[config.mk]
export PLATFORM = sky130hd
export DESIGN_NAME = mc_datapath
export DESIGN_NICKNAME = d
export VERILOG_FILES = /design/src/rtl/mc_pkg.sv /design/src/rtl/mc_alu.sv /design/src/rtl/mc_datapath.sv
export SDC_FILE = /design/constraint.sdc
export NUM_CORES = 1
export LEC_CHECK = 0
export ABC_AREA = 1
export CAP_MARGIN = 20
export CELL_PAD_IN_SITES_DETAIL_PLACEMENT = 1
export CELL_PAD_IN_SITES_GLOBAL_PLACEMENT = 2
export CORE_MARGIN = 5
export CORE_UTILIZATION = 31
export DETAILED_ROUTE_END_ITERATION = 16
export PLACE_DENSITY = 0.84
export SYNTH_ARGS = -nofsm -noshare
export SYNTH_HDL_FRONTEND = slang
export SYNTH_SLANG_ARGS = --single-unit
[constraint.sdc]
create_clock -name clk -period 3.2 [get_ports clk]
set_clock_uncertainty 0.05 [all_clocks]
set_input_delay 0.32 -clock clk [delete_from_list [all_inputs] [get_ports clk]]
set_output_delay 0.32 -clock clk [all_outputs]
set_load 0.03 [all_outputs]
[src/rtl/mc_pkg.sv]
// Shared types and constants for the multicycle datapath: FSM states, instruction
// classes from the external decoder, and ALU operation codes.
package mc_pkg;

  typedef enum logic [2:0] {
    S_FETCH  = 3'd0,
    S_DECODE = 3'd1,
    S_EXEC   = 3'd2,
    S_MEM    = 3'd3,
    S_WB     = 3'd4,
    S_HALT   = 3'd5
  } state_e;

  typedef enum logic [2:0] {
    ALU_R = 3'd0,
    ALU_I = 3'd1,
    LOAD  = 3'd2,
    STORE = 3'd3,
    BEQ   = 3'd4,
    JR    = 3'd5,
    HALT  = 3'd6
  } cls_e;

  localparam logic [3:0] ALU_ADD = 4'd0;
  localparam logic [3:0] ALU_SUB = 4'd1;
  localparam logic [3:0] ALU_AND = 4'd2;
  localparam logic [3:0] ALU_OR  = 4'd3;
  localparam logic [3:0] ALU_XOR = 4'd4;
  localparam logic [3:0] ALU_SLT = 4'd5;
  localparam logic [3:0] ALU_SLL = 4'd6;
  localparam logic [3:0] ALU_SRL = 4'd7;

  // Signed overflow of a two's-complement add, from operand and result sign bits.
  function automatic logic add_ovf(input logic sa, input logic sb, input logic sr);
    return (sa == sb) && (sr != sa);
  endfunction

endpackage

[src/rtl/mc_alu.sv]
// Combinational ALU: eight ops, zero flag, and signed overflow for ADD/SUB.
module mc_alu
  import mc_pkg::*;
#(
  parameter int N = 16
) (
  input  logic [N-1:0] a,
  input  logic [N-1:0] b,
  input  logic [3:0]   op,
  output logic [N-1:0] result,
  output logic         zero,
  output logic         ovf
);

  localparam int SHW = $clog2(N);

  logic [N-1:0]   sum_s;
  logic [N-1:0]   diff_s;
  logic [SHW-1:0] shamt_s;
  logic           lt_s;

  assign sum_s   = a + b;
  assign diff_s  = a - b;
  assign shamt_s = b[SHW-1:0];
  assign lt_s    = $signed(a) < $signed(b);

  // Operation select; undefined codes give a zero result and no overflow.
  always_comb begin
    result = {N{1'b0}};
    ovf    = 1'b0;
    case (op)
      ALU_ADD: begin
        result = sum_s;
        ovf    = add_ovf(a[N-1], b[N-1], sum_s[N-1]);
      end
      ALU_SUB: begin
        result = diff_s;
        ovf    = add_ovf(a[N-1], ~b[N-1], diff_s[N-1]);
      end
      ALU_AND: result = a & b;
      ALU_OR:  result = a | b;
      ALU_XOR: result = a ^ b;
      ALU_SLT: result = {{(N-1){1'b0}}, lt_s};
      ALU_SLL: result = a << shamt_s;
      ALU_SRL: result = a >> shamt_s;
      default: begin
        result = {N{1'b0}};
        ovf    = 1'b0;
      end
    endcase
  end

  assign zero = (result == {N{1'b0}});

endmodule

[src/rtl/mc_datapath.sv]
// Multicycle datapath: FETCH/DECODE/EXEC/MEM/WB sequencer sharing one wait-stated
// memory port between instruction fetch and data access; decode is external.
module mc_datapath
  import mc_pkg::*;
#(
  parameter int           N        = 16,
  parameter int           REGBITS  = 3,
  parameter logic [N-1:0] RESET_PC = {N{1'b0}}
) (
  input  logic         clk,
  input  logic         reset,
  input  logic [2:0]   cls,
  input  logic [3:0]   alucontrol,
  output logic         mem_req,
  output logic         mem_we,
  output logic [N-1:0] mem_addr,
  output logic [N-1:0] mem_wdata,
  input  logic [N-1:0] mem_rdata,
  input  logic         mem_ready,
  output logic [N-1:0] pc,
  output logic [N-1:0] ir,
  output logic [2:0]   state,
  output logic         retire,
  output logic         halted,
  output logic         ovf
);

  localparam int           IMMW    = N - 4 - 2 * REGBITS;
  localparam int           NREG    = 2 ** REGBITS;
  localparam logic [N-1:0] PC_STEP = {{(N-1){1'b0}}, 1'b1};

  // rd sits below rt, so the word must also hold three full register fields.
  if ((IMMW < 2) || (N - 4 - 3 * REGBITS < 0)) begin : g_bad_layout
    $fatal(1, "mc_datapath: instruction fields do not fit in N bits");
  end

  state_e       state_r;
  logic [N-1:0] pc_r;
  logic [N-1:0] ir_r;
  logic [N-1:0] a_r;
  logic [N-1:0] b_r;
  logic [N-1:0] aluout_r;
  logic [N-1:0] mdr_r;
  logic [N-1:0] tgt_r;
  logic [N-1:0] rf_r [NREG];
  logic         retire_r;
  logic         halted_r;
  logic         ovf_r;

  cls_e               cls_s;
  logic [REGBITS-1:0] rs_s;
  logic [REGBITS-1:0] rt_s;
  logic [REGBITS-1:0] rd_s;
  logic [N-1:0]       imm_s;
  logic [N-1:0]       alu_b_s;
  logic [3:0]         alu_op_s;
  logic [N-1:0]       alu_y_s;
  logic               alu_zero_s;
  logic               alu_ovf_s;
  logic [REGBITS-1:0] wb_idx_s;
  logic [N-1:0]       wb_data_s;
  logic               rf_we_s;

  assign cls_s = cls_e'(cls);
  assign rs_s  = ir_r[N-5 -: REGBITS];
  assign rt_s  = ir_r[N-5-REGBITS -: REGBITS];
  assign rd_s  = ir_r[N-5-2*REGBITS -: REGBITS];
  assign imm_s = {{(N-IMMW){ir_r[IMMW-1]}}, ir_r[IMMW-1:0]};

  // Second ALU operand and op: immediates for I-type and memory, SUB compare for BEQ.
  always_comb begin
    alu_b_s  = b_r;
    alu_op_s = alucontrol;
    case (cls_s)
      ALU_R: begin
        alu_b_s  = b_r;
        alu_op_s = alucontrol;
      end
      ALU_I: begin
        alu_b_s  = imm_s;
        alu_op_s = alucontrol;
      end
      LOAD, STORE: begin
        alu_b_s  = imm_s;
        alu_op_s = ALU_ADD;
      end
      BEQ: begin
        alu_b_s  = b_r;
        alu_op_s = ALU_SUB;
      end
      default: begin
        alu_b_s  = b_r;
        alu_op_s = alucontrol;
      end
    endcase
  end

  mc_alu #(.N(N)) u_alu (
    .a      (a_r),
    .b      (alu_b_s),
    .op     (alu_op_s),
    .result (alu_y_s),
    .zero   (alu_zero_s),
    .ovf    (alu_ovf_s)
  );

  assign wb_idx_s  = (cls_s == ALU_R) ? rd_s : rt_s;
  assign wb_data_s = (cls_s == LOAD) ? mdr_r : aluout_r;
  assign rf_we_s   = (state_r == S_WB) && (wb_idx_s != {REGBITS{1'b0}});

  // The request follows the state directly so the fetch address is presented during reset.
  assign mem_req   = (state_r == S_FETCH) || (state_r == S_MEM);
  assign mem_we    = (state_r == S_MEM) && (cls_s == STORE);
  assign mem_addr  = (state_r == S_FETCH) ? pc_r : aluout_r;
  assign mem_wdata = b_r;

  assign pc     = pc_r;
  assign ir     = ir_r;
  assign state  = state_r;
  assign retire = retire_r;
  assign halted = halted_r;
  assign ovf    = ovf_r;

  // Register file; entry 0 is never written so it always reads as zero.
  always_ff @(posedge clk or negedge reset) begin
    if (!reset) begin
      for (int i = 0; i < NREG; i++) begin
        rf_r[i] <= {N{1'b0}};
      end
    end else if (rf_we_s) begin
      rf_r[wb_idx_s] <= wb_data_s;
    end
  end

  // Instruction sequencer with its architectural and pipeline latches.
  always_ff @(posedge clk or negedge reset) begin
    if (!reset) begin
      state_r  <= S_FETCH;
      pc_r     <= RESET_PC;
      ir_r     <= {N{1'b0}};
      a_r      <= {N{1'b0}};
      b_r      <= {N{1'b0}};
      aluout_r <= {N{1'b0}};
      mdr_r    <= {N{1'b0}};
      tgt_r    <= {N{1'b0}};
      retire_r <= 1'b0;
      halted_r <= 1'b0;
      ovf_r    <= 1'b0;
    end else begin
      retire_r <= 1'b0;
      case (state_r)
        S_FETCH: begin
          if (mem_ready) begin
            ir_r    <= mem_rdata;
            pc_r    <= pc_r + PC_STEP;
            state_r <= S_DECODE;
          end
        end
        S_DECODE: begin
          a_r   <= rf_r[rs_s];
          b_r   <= rf_r[rt_s];
          tgt_r <= pc_r + imm_s;
          if (cls_s == HALT) begin
            halted_r <= 1'b1;
            state_r  <= S_HALT;
          end else begin
            state_r  <= S_EXEC;
          end
        end
        S_EXEC: begin
          case (cls_s)
            ALU_R, ALU_I: begin
              aluout_r <= alu_y_s;
              if (alu_ovf_s) begin
                ovf_r <= 1'b1;
              end
              state_r <= S_WB;
            end
            LOAD, STORE: begin
              aluout_r <= alu_y_s;
              state_r  <= S_MEM;
            end
            BEQ: begin
              if (alu_zero_s) begin
                pc_r <= tgt_r;
              end
              retire_r <= 1'b1;
              state_r  <= S_FETCH;
            end
            JR: begin
              pc_r     <= a_r;
              retire_r <= 1'b1;
              state_r  <= S_FETCH;
            end
            default: begin
              // An unknown class stops the machine rather than guessing.
              halted_r <= 1'b1;
              state_r  <= S_HALT;
            end
          endcase
        end
        S_MEM: begin
          if (mem_ready) begin
            if (cls_s == LOAD) begin
              mdr_r   <= mem_rdata;
              state_r <= S_WB;
            end else begin
              retire_r <= 1'b1;
              state_r  <= S_FETCH;
            end
          end
        end
        S_WB: begin
          retire_r <= 1'b1;
          state_r  <= S_FETCH;
        end
        S_HALT: begin
          halted_r <= 1'b1;
          state_r  <= S_HALT;
        end
        default: begin
          state_r <= S_FETCH;
        end
      endcase
    end
  end

endmodule

**Word level (Yosys, flattened, before mapping)**

Index checks and enable logic that the tools add are counted.

- Register bits: 246
- Input bits: 26
- Output and inout port bits: 72

- Add/sub/neg operators: 4
- Order comparisons: 5
- Equal/unequal tests: 28
- Shift-type cells: 2
- Mux-type cells: 33
- Bitwise gates (word level): 7
- Reduce and logical (&&, ||, !) cells: 26

Operators with widths:

| kind | count |
|---|---|
| $mux W16 | 10 |
| $bwmux W128 | 1 |
| $pmux W16 S8 | 1 |
| $bmux W16 S3 | 2 |
| $pmux W16 S2 | 2 |
| $demux W16 S3 | 1 |
| $add A16 B16 Y16 | 2 |
| $add A16 B1 Y16 const B | 1 |
| $and A16 B16 Y16 | 1 |
| $eq A4 B3 Y1 const B | 4 |
| $logic_not A16 Y1 | 1 |
| $lt A16 B16 Y1 | 1 |
| $or A16 B16 Y16 | 1 |
| $shl A16 B4 Y16 | 1 |
| $shr A16 B4 Y16 | 1 |
| $sub A16 B16 Y16 | 1 |
| $xor A16 B16 Y16 | 1 |
| $eq A3 B3 Y1 const B | 5 |
| $mux W3 | 5 |
| $pmux W3 S5 | 1 |
| $eq A3 B2 Y1 const B | 4 |
| $ge A4 B4 Y1 const B | 3 |
| $not A3 Y4 | 3 |
| $pmux W3 S3 | 1 |
| other kinds (27) | 51 |

**Logic depth before layout (Yosys ltp)**

Gate-level depths: netlist of run 1.

- Depth in word-level cells: 9
- Depth in mapped cells: 30
- Depth with buffers taken out: 27

**Hierarchy**

Synthesis of run 1 repeated with hierarchy kept, for this count alone.

- Cells, all modules: 2632
- Area, all modules: 17893.4 um^2

Modules (own cells, without submodules):

| module | times used | cells each | area each (um^2) |
|---|---|---|---|
| mc_datapath | 1 | 1751 | 13379.1 |
| mc_alu | 1 | 881 | 4514.3 |

**Least setup slack after synthesis of run 1**

Ideal clock, no wire load.

- Path type: register -> register
- From: reg ir_r[5], in the netlist ir[5]
- To: reg pc_r[10], in the netlist pc[10]
- Library setup time: 119 ps
- Arrival time: 3490 ps
- Slack: -459 ps
- Cell stages (with the launch flop): 24
- Buffers on the path: 3
- Period minus slack after synthesis: 3659 ps
- Cell sequence: dfrtp_1 inv_1 nand2_1 clkbuf_1 o21ai_0 ha_1 clkbuf_1 inv_1 a21o_1 a21boi_0 o21ai_0 a21oi_1 nand3_1 nand3_1 nand2_1 nor2_1 nand2_1 nor2_1 nand2_1 nand2_4 nand2_4 buf_6 nand2_1 nand2_1

- Longest elaborated chain between the ends: 6

Ends and longest elaborated chain:

| element | RTL line | RTL |
|---|---|---|
| start, declared | mc_datapath.sv:39 | `logic [N-1:0] ir_r;` |
| start signal, assigned | mc_datapath.sv:140 | `ir_r <= {N{1'b0}};` |
| start signal, assigned | mc_datapath.sv:154 | `ir_r <= mem_rdata;` |
| $mux W16 * | mc_datapath.sv:74 | `case (cls_s)` |
| $sub A16 B16 Y16 (tied with other cells) | mc_alu.sv:23 | `assign diff_s = a - b;` |
| $pmux W16 S8 * | mc_alu.sv:31 | `case (op)` |
| $logic_not A16 Y1 * | mc_alu.sv:53 | `assign zero = (result == {N{1'b0}});` |
| $ne A3 B3 Y1 (no source line) * | - |  |
| $reduce_and A4 Y1 (no source line) * | - |  |
| end signal, assigned | mc_datapath.sv:155 | `pc_r <= pc_r + PC_STEP;` |
| end signal, assigned | mc_datapath.sv:185 | `pc_r <= tgt_r;` |
| end signal, assigned | mc_datapath.sv:191 | `pc_r <= a_r;` |
| end, declared | mc_datapath.sv:38 | `logic [N-1:0] pc_r;` |

Every way passes the cells marked *; elsewhere a longest branch is shown, timed or not.
A chain may end at the register's enable or synchronous reset.

**Worst setup path after layout of run 1**

- From: in cls[2]
- To: reg pc_r[2], in the netlist pc[2]

- Longest elaborated chain between the ends: 8

Ends and longest elaborated chain:

| element | RTL line | RTL |
|---|---|---|
| start, declared | mc_datapath.sv:12 | `input logic [2:0] cls,` |
| $eq A3 B2 Y1 / $eq A3 B1 Y1 (equally long branches) | mc_datapath.sv:74 |  |
| $reduce_or A3 Y1 (no source line) / $reduce_or A2 Y1 (equally long branches) | - |  |
| $mux W16 / $pmux W4 S2 (equally long branches) | mc_datapath.sv:74 |  |
| $sub A16 B16 Y16 (tied with other cells) | mc_alu.sv:23 |  |
| $pmux W16 S8 | mc_alu.sv:31 |  |
| $logic_not A16 Y1 | mc_alu.sv:53 |  |
| $ne A3 B3 Y1 (no source line) | - |  |
| $reduce_and A4 Y1 (no source line) | - |  |

Several ways; a longest one is shown, not always the timed one.

==> results by group, run 1 <==
Outcome
  – Status: finished, violations left
  – Failing checks: setup timing

Timing
  – Minimum clock period: 3306 ps
  – Slew headroom: 0.3821
  – Total negative slack: -1381 ps
  – Final hold vios: 0
  – Max Slew Vio Count: 0
  – Hold_ws: between 200 and 250 ps
  – Slew @ Worst Pin: 926.8 ps
  – Period Utilization, post-route: 1.033
  – Maximum clock frequency: around 300 MHz
  – # setup viols final: 16
  – Post-layout worst setup margin: -106.1 ps
  – Unrepaired setup endpoints after global routing: true

Layout
  – Most frequent cells in the layout: 596 x nand2_1, 385 x o21ai_0, 329 x buf_4
  – Ant diodes: 0
  – Most common cell after layout, fill and taps aside: nand2_1
  – Layout cells sized above 1: 0.2008
  – Final Core Density: 0.4173
  – Area growth, synth to finish: 34.10%
  – Layout Cells excl Fill: 3495
  – Nets: between 2000 and 3000

Setup path
  – Worst r2r dst: pc[2]
  – Worst R2R Path Depth: 23
  – Critical Path Start: cls[2]
  – R2r startpoint: ir[5]
  – Crit start category: input pin
  – Largest fanout on the critical path: 8
  – CP Capture Type: flop
  – Worst path arrival time: 3730 ps
  – R2R Setup Slk: -60 ps
  – CP Capture Point: pc[2]
  – Worst Path Required: 3630 ps
  – Setup CP Type: in -> reg

Yosys
  – Synth Net Count: 2533
  – Avg Inst Size Synth: 6.828 um2
  – Syn. warnings: 0
  – Post-synth EDFFs: 0
  – Post-Syn Instances: 2443
  – Sequential share of the synthesized area: 0.3691
  – Netlist cell types: 50
  – Flops & latches, synth: 246
  – Most used DFF post-synth: dfrtp_1
  – Async SR Flop Fraction: 1.000
  – Synthesized area: 0.01668 mm2

Run
  – Max Cap Violations: 0

Detailed routing
  – TritonRoute pass-1 iters: 5
  – DR WL/cell: approximately 22 um
  – Routed Antenna Nets: 0
  – # DRC: 0
  – Final WL: approximately 77 mm
  – Via/cell ratio: 5.343
  – Initial DRC count: 1398
  – DR vias: 18670

Clock network
  – CTS Root Buffer Type: clkbuf_16
  – Clk pin slew, worst setup/hold paths: 60 ps
  – TritonCTS clock tree: built
  – Clock Path Buffers: 3
  – Worst-skew pair later-pin latency: 610 ps
  – CTS Sinks: approximately 250
  – H-tree lvl count: 1
  – Total CTS buffers: 30

Global routing
  – Met3 usage: 0.02813
  – GR Util met1: 0.3458
  – Antenna violations before repair: 2
  – Grt peak-use layer: met2
  – Total GRT Usage: 0.2506
  – Gr ovfl total: 0
  – Met2 GRT Util: 0.4187
  – Global-route wire length before repair: 116.4 mm
  – Vias in the first global route: approximately 19000
  – Largest net degree at the start of global routing: 128

Die
  – Die Ht: ~240 um
  – Starting Density: 0.3112
  – Num rows: 85
  – Die width: 242.0 um
  – Die Area: 0.05854 mm2
  – I/O pin count: just under 100
  – Area of the core: approximately 0.054 mm2

Place
  – HPWL reported at the end of detailed placement: 57.46 mm
  – DP Cell Count: 3411
  – Place WS: -1332 ps
  – Port bufs: 97
  – GPL Wtd Cong: 0.9703

Pwr
  – Pwr/cell area: roughly 1100 mW/mm2
  – VDD IR max: 854.7 uV
  – P_leak: 10.55 nW

Min path
  – Hold/Removal Path Class: in -> reg
==> cells by family (layout without fill, tap and decap cells) <==
kind of cell | count (synthesis) | after routing | share of synthesized area
AND/OR/NAND/NOR | 1036 | 1038 | 0.2588
buffers and inverters | 391 | 745 | 0.09174
AO/OA/AOI/OAI | 686 | 686 | 0.2205
flip-flops | 246 | 246 | 0.3691
XOR/XNOR | 14 | 14 | 0.007351
multiplexers | 6 | 6 | 0.003601
adder cells (fa/ha/maj) | 64 | 64 | 0.04891
==> layer usage <==
metal | vias up | routed length, um
met4 | 0 | 2517
met3 | 115 | 3815
met2 | 495 | 35910
met5 | - | 0
met1 | 9266 | 34470
li1 | 8797 | -
==> worst min-delay path by stage <==
| stage | endpoint | from | depth (start not counted) | slack (ps) |
|---|---|---|---|---|
| 4_1_cts | ir[4] | mem_rdata[4] | 3 | 220 |
| 3_3_place_gp | rf_r[112] | rf_r[112] | 0 | 330 |
| 6_report | ir[7] | mem_rdata[7] | 3 | 240 |
| 5_1_grt | mdr_r[4] | mem_rdata[4] | 3 | 260 |
| 2_1_floorplan | a_r[0] | reset | 0 | -30 |
| 3_5_place_dp | rf_r[127] | rf_r[127] | 0 | 330 |
==> critical path, stage by stage <==
cell and delay (ps):
dlygate4sd2_1 240, buf_6 140, inv_4 60, buf_4 150
nand2_1 150, buf_12 180, buf_4 130, nand3_2 80
nand2_1 90, nor2_1 610, buf_4 280, nand2_1 70
o211ai_1 100, nor2_1 60, nand3_1 170, nor2_1 90
nand2_1 100, nor2_1 50, nand2_1 100, nor2_2 60
nand2_2 90, nand2_4 110, buf_8 170, nand3_2 60
nand2_1 60
==> synthesized netlist by cell type, types with 7 or more instances <==
cell type,instances,area share
nand4_1,13,0.0049
nor2_1,144,0.032
buf_1,12,0.0027
dfrtp_1,246,0.37
buf_2,14,0.0042
nor2_2,7,0.0026
inv_1,236,0.053
clkbuf_1,111,0.025
nand3_1,225,0.068
nand2_1,613,0.14
a21oi_1,192,0.058
nand2_2,9,0.0034
ha_1,62,0.047
o221ai_1,30,0.016
xor2_1,13,0.0068
nor3_1,11,0.0033
o211ai_1,20,0.0090
o21ai_0,409,0.12
o22ai_1,7,0.0026
==> stage by stage <==
stage,power [mW],cell area [um2]
after floorplan,12.98,16740
after global placement,19.74,20540
after detailed placement,20.16,20540
after CTS,24.36,22140
after global routing,26.42,22370
final,24.78,22370
==> where the power goes <==
| part | switching, mW | leakage [nW] | internal, mW |
|---|---|---|---|
| logic | 9.85 | 6.83 | 6.15 |
| registers | 1.15 | 3.25 | 4.28 |
| clock network | 1.43 | 0.479 | 1.92 |
| total | 12.4 | 10.6 | 12.3 |
==> timing repair <==
action | CTS | global route
hold buffers | 1 | 0
buffers inserted | 24 | 4
pin swaps | 44 | 43
cloned | 2 | 0
endpoints found under the setup margin | 23 | 19
endpoints found under the hold margin | 88 | 0
gates resized for setup | 121 | 57
==> sequential cells by signal, summed over array words and instances, names as in the netlist <==
signal	flops
aluout_r	16
mdr_r	16
mem_wdata	16
ir	16
ovf	1
retire	1
a_r	16
halted	1
tgt_r	16
pc	16
state	3
rf_r	128
==> layout make-up <==
| type | instances | area [um2] |
|---|---|---|
| clock inverters | 12 | 110.1 |
| well taps | 696 | 870.8 |
| inverters | 245 | 932.1 |
| flip-flops and latches | 246 | 6170 |
| repair buffers | 446 | 3800 |
| fillers | 6772 | 31230 |
| clock buffers | 42 | 845.8 |
| multi-input cells | 1808 | 9639 |
(Power assumes the default switching activity.)
==> inputs of run 2 (changes only) <==
--- a/config.mk
+++ b/config.mk
@@ -10,9 +10,11 @@
 export CELL_PAD_IN_SITES_DETAIL_PLACEMENT = 1
 export CELL_PAD_IN_SITES_GLOBAL_PLACEMENT = 2
 export CORE_MARGIN = 5
-export CORE_UTILIZATION = 31
+export CORE_UTILIZATION = 32
+export CTS_BUF_LIST = sky130_fd_sc_hd__clkbuf_4 sky130_fd_sc_hd__clkbuf_8
 export DETAILED_ROUTE_END_ITERATION = 16
-export PLACE_DENSITY = 0.84
+export GPL_ROUTABILITY_DRIVEN = 0
+export PLACE_DENSITY = 0.86
 export SYNTH_ARGS = -nofsm -noshare
 export SYNTH_HDL_FRONTEND = slang
 export SYNTH_SLANG_ARGS = --single-unit
==> run 2 against run 1 <==
Worst hold slack worse by 11 ps. The flow still finishes with violations (setup timing). Via count is 2.9% higher. Design area is 0.39% lower.
==> results by group, run 2 (synthesized netlist as in run 1, its figures left out) <==
Setup path
  – Worst r2r dst: pc[7]
  – Crit start category: flop
  – CP Capture Type: flop
  – Setup CP Type: reg -> reg
  – Worst path slowest cell: dfrtp_2
  – Worst Path Required: 3660 ps
  – R2r startpoint: ir[5]
  – R2R Setup Slk: -240 ps
  – Bufs and invs on worst path: 6
  – Delay-heaviest family, CP: simple AND/OR/NAND/NOR gates
  – CP max stage delay: 360 ps
  – Worst path arrival time: 3900 ps
  – CP cell instances: inv_2 > buf_12 > nand2_8 > o21ai_2 > buf_6 > ha_4 > buf_6 > nand2_4 > inv_1 > nand2_1 > o211ai_1 > a21oi_1 > nor2_2 > nand2_1 > nor2_2 > nand2_1 > nor2_2 > nand2_2 > nand2_4 > buf_12 > nand2_8 > nand2_2 > nand2_2
  – Largest fanout on the critical path: 8
  – Worst R2R Path Depth: 23

Timing
  – Final hold vios: 0
  – Period Utilization, post-route: 1.076
  – Post-layout worst setup margin: -242.3 ps
  – Maximum clock frequency: 290.5 MHz
  – Minimum clock period: around 3400 ps
  – Slew @ Worst Pin: ~1000 ps
  – Max Slew Vio Count: 0
  – # setup viols final: 17
  – Slew headroom: 0.3289
  – Hold_ws: 227.0 ps
  – Unrepaired setup endpoints after global routing: true

Clock network
  – Clock Path Buffers: 3
  – Total CTS buffers: 46
  – Worst-skew pair later-pin latency: 630 ps
  – H-tree lvl count: 2
  – CTS Sinks: 246
  – Clk pin slew, worst setup/hold paths: around 60 ps
  – CTS Root Buffer Type: clkbuf_8
  – TritonCTS clock tree: built

Layout
  – Largest Register: rf_r
  – Ant diodes: 0
  – Max FFs per register: around 130
  – Layout cells sized above 1: 0.2111
  – Nets: between 2000 and 3000
  – Most frequent cells in the layout: 581 x nand2_1, 387 x o21ai_0, 323 x buf_4
  – Number of fill cells: roughly 6600
  – Most common cell after layout, fill and taps aside: nand2_1
  – Area growth, synth to finish: 33.58%

Detailed routing
  – DR vias: 19220
  – # DRC: 0
  – DR WL/cell: 22.11 um
  – Final WL: 77.15 mm
  – TritonRoute pass-1 iters: 5
  – Routed Antenna Nets: 0
  – Via/cell ratio: around 5.5
  – Initial DRC count: 1571

Pwr
  – Pwr/cell area: 1100 mW/mm2
  – P_leak: 10.55 nW
  – Total Power: 24.51 mW
  – VDD IR max: around 560 uV

Die
  – I/O pin count: 98
  – Die Area: between 0.05 and 0.06 mm2
  – Area of the core: between 0.05 and 0.06 mm2
  – Die Ht: about 240 um
  – Die width: 238.3 um
  – Starting Density: 0.3238
  – Num rows: 83

Global routing
  – Largest net degree at the start of global routing: 128
  – Gr ovfl total: 0
  – Antenna violations before repair: 0
  – Total GRT Usage: 0.2602
  – Global-route wire length before repair: 115.9 mm
  – Vias in the first global route: slightly below 20000

Run
  – Max Cap Violations: 0

Place
  – Port bufs: between 90 and 100
  – HPWL reported at the end of detailed placement: 56.87 mm

Outcome
  – Status: finished, violations left
  – Failing checks: setup timing

Min path
  – Hold/Removal Path Class: in -> async
-- run 2: cell types whose count changed in the layout (fill, tap and decap cells not counted), moves of 7 or more --
| cell | change |
|---|---|
| clkbuf_1 | -7 |
| clkbuf_16 | -30 |
| clkbuf_4 | +17 |
| clkbuf_8 | +47 |
| clkinv_2 | -9 |
| nand2_1 | -15 |
| nand2_2 | +12 |
| nand3_1 | +9 |
| nand3_2 | -9 |
| nor2_1 | -9 |
| nor2_2 | +13 |
-- run 2: stage by stage --
stage	util	std cells	area (um2)	setup TNS, ps	setup slack, ps
3_3_place_gp	0.3952	3374	20360	-27050	-1163
5_1_grt	0.4325	3489	22280	-6148	-385.6
4_1_cts	0.4270	3477	21990	-977.9	-69.91
3_5_place_dp	0.3952	3374	20360	-30490	-1287
6_report	0.4325	3489	22280	-3882	-242.3
2_1_floorplan	-	2443	16740	0	0.6342
-- run 2: layout make-up --
cell class / count / area (um2) / area share
tap: 680 / 850.8 / 0.03819
multi-input combinational: 1808 / 9691 / 0.4349
clock buffer: 69 / 843.3 / 0.03785
timing repair buffer: 437 / 3752 / 0.1684
inverter: 245 / 927.1 / 0.04161
clock inverter: 4 / 46.29 / 0.002078
sequential: 246 / 6170 / 0.2769
-- run 2: how the worst max path moves through the flow --
stage,cells after the start,slack (ps),to,from
detailed placement,23,-1290,pc[1],cls[0]
global placement,23,-1160,pc[4],cls[0]
global route,23,-390,pc[13],ir[5]
finish,23,-240,pc[7],ir[5]
floorplan,25,0.6,pc[10],ir[5]
CTS,25,-70,pc[13],ir[0]
-- run 2: metal layers --
layer	track usage	vias to the layer above	wire [um]
li1	-	8812	-
met1	0.3552	9593	33390
met2	0.4149	660	35130
met3	0.04138	155	5233
met4	0.1031	0	3397
met5	0	-	0
-- run 2: power breakdown --
group          switching, mW  internal (mW)  leakage, nW  total [mW]
clock                   1.42           1.67        0.475        3.10
sequential              1.14           4.28         3.25        5.42
combinational           9.95           6.05         6.83        16.0
-- run 2: repair_timing --
item / CTS / global route
hold buffers: 1 / 0
pin swaps: 46 / 55
gates cloned: 3 / 0
setup endpoints to repair: 25 / 21
gates resized for setup: 128 / 59
buffers inserted: 26 / 13
hold endpoints to repair: 77 / 0
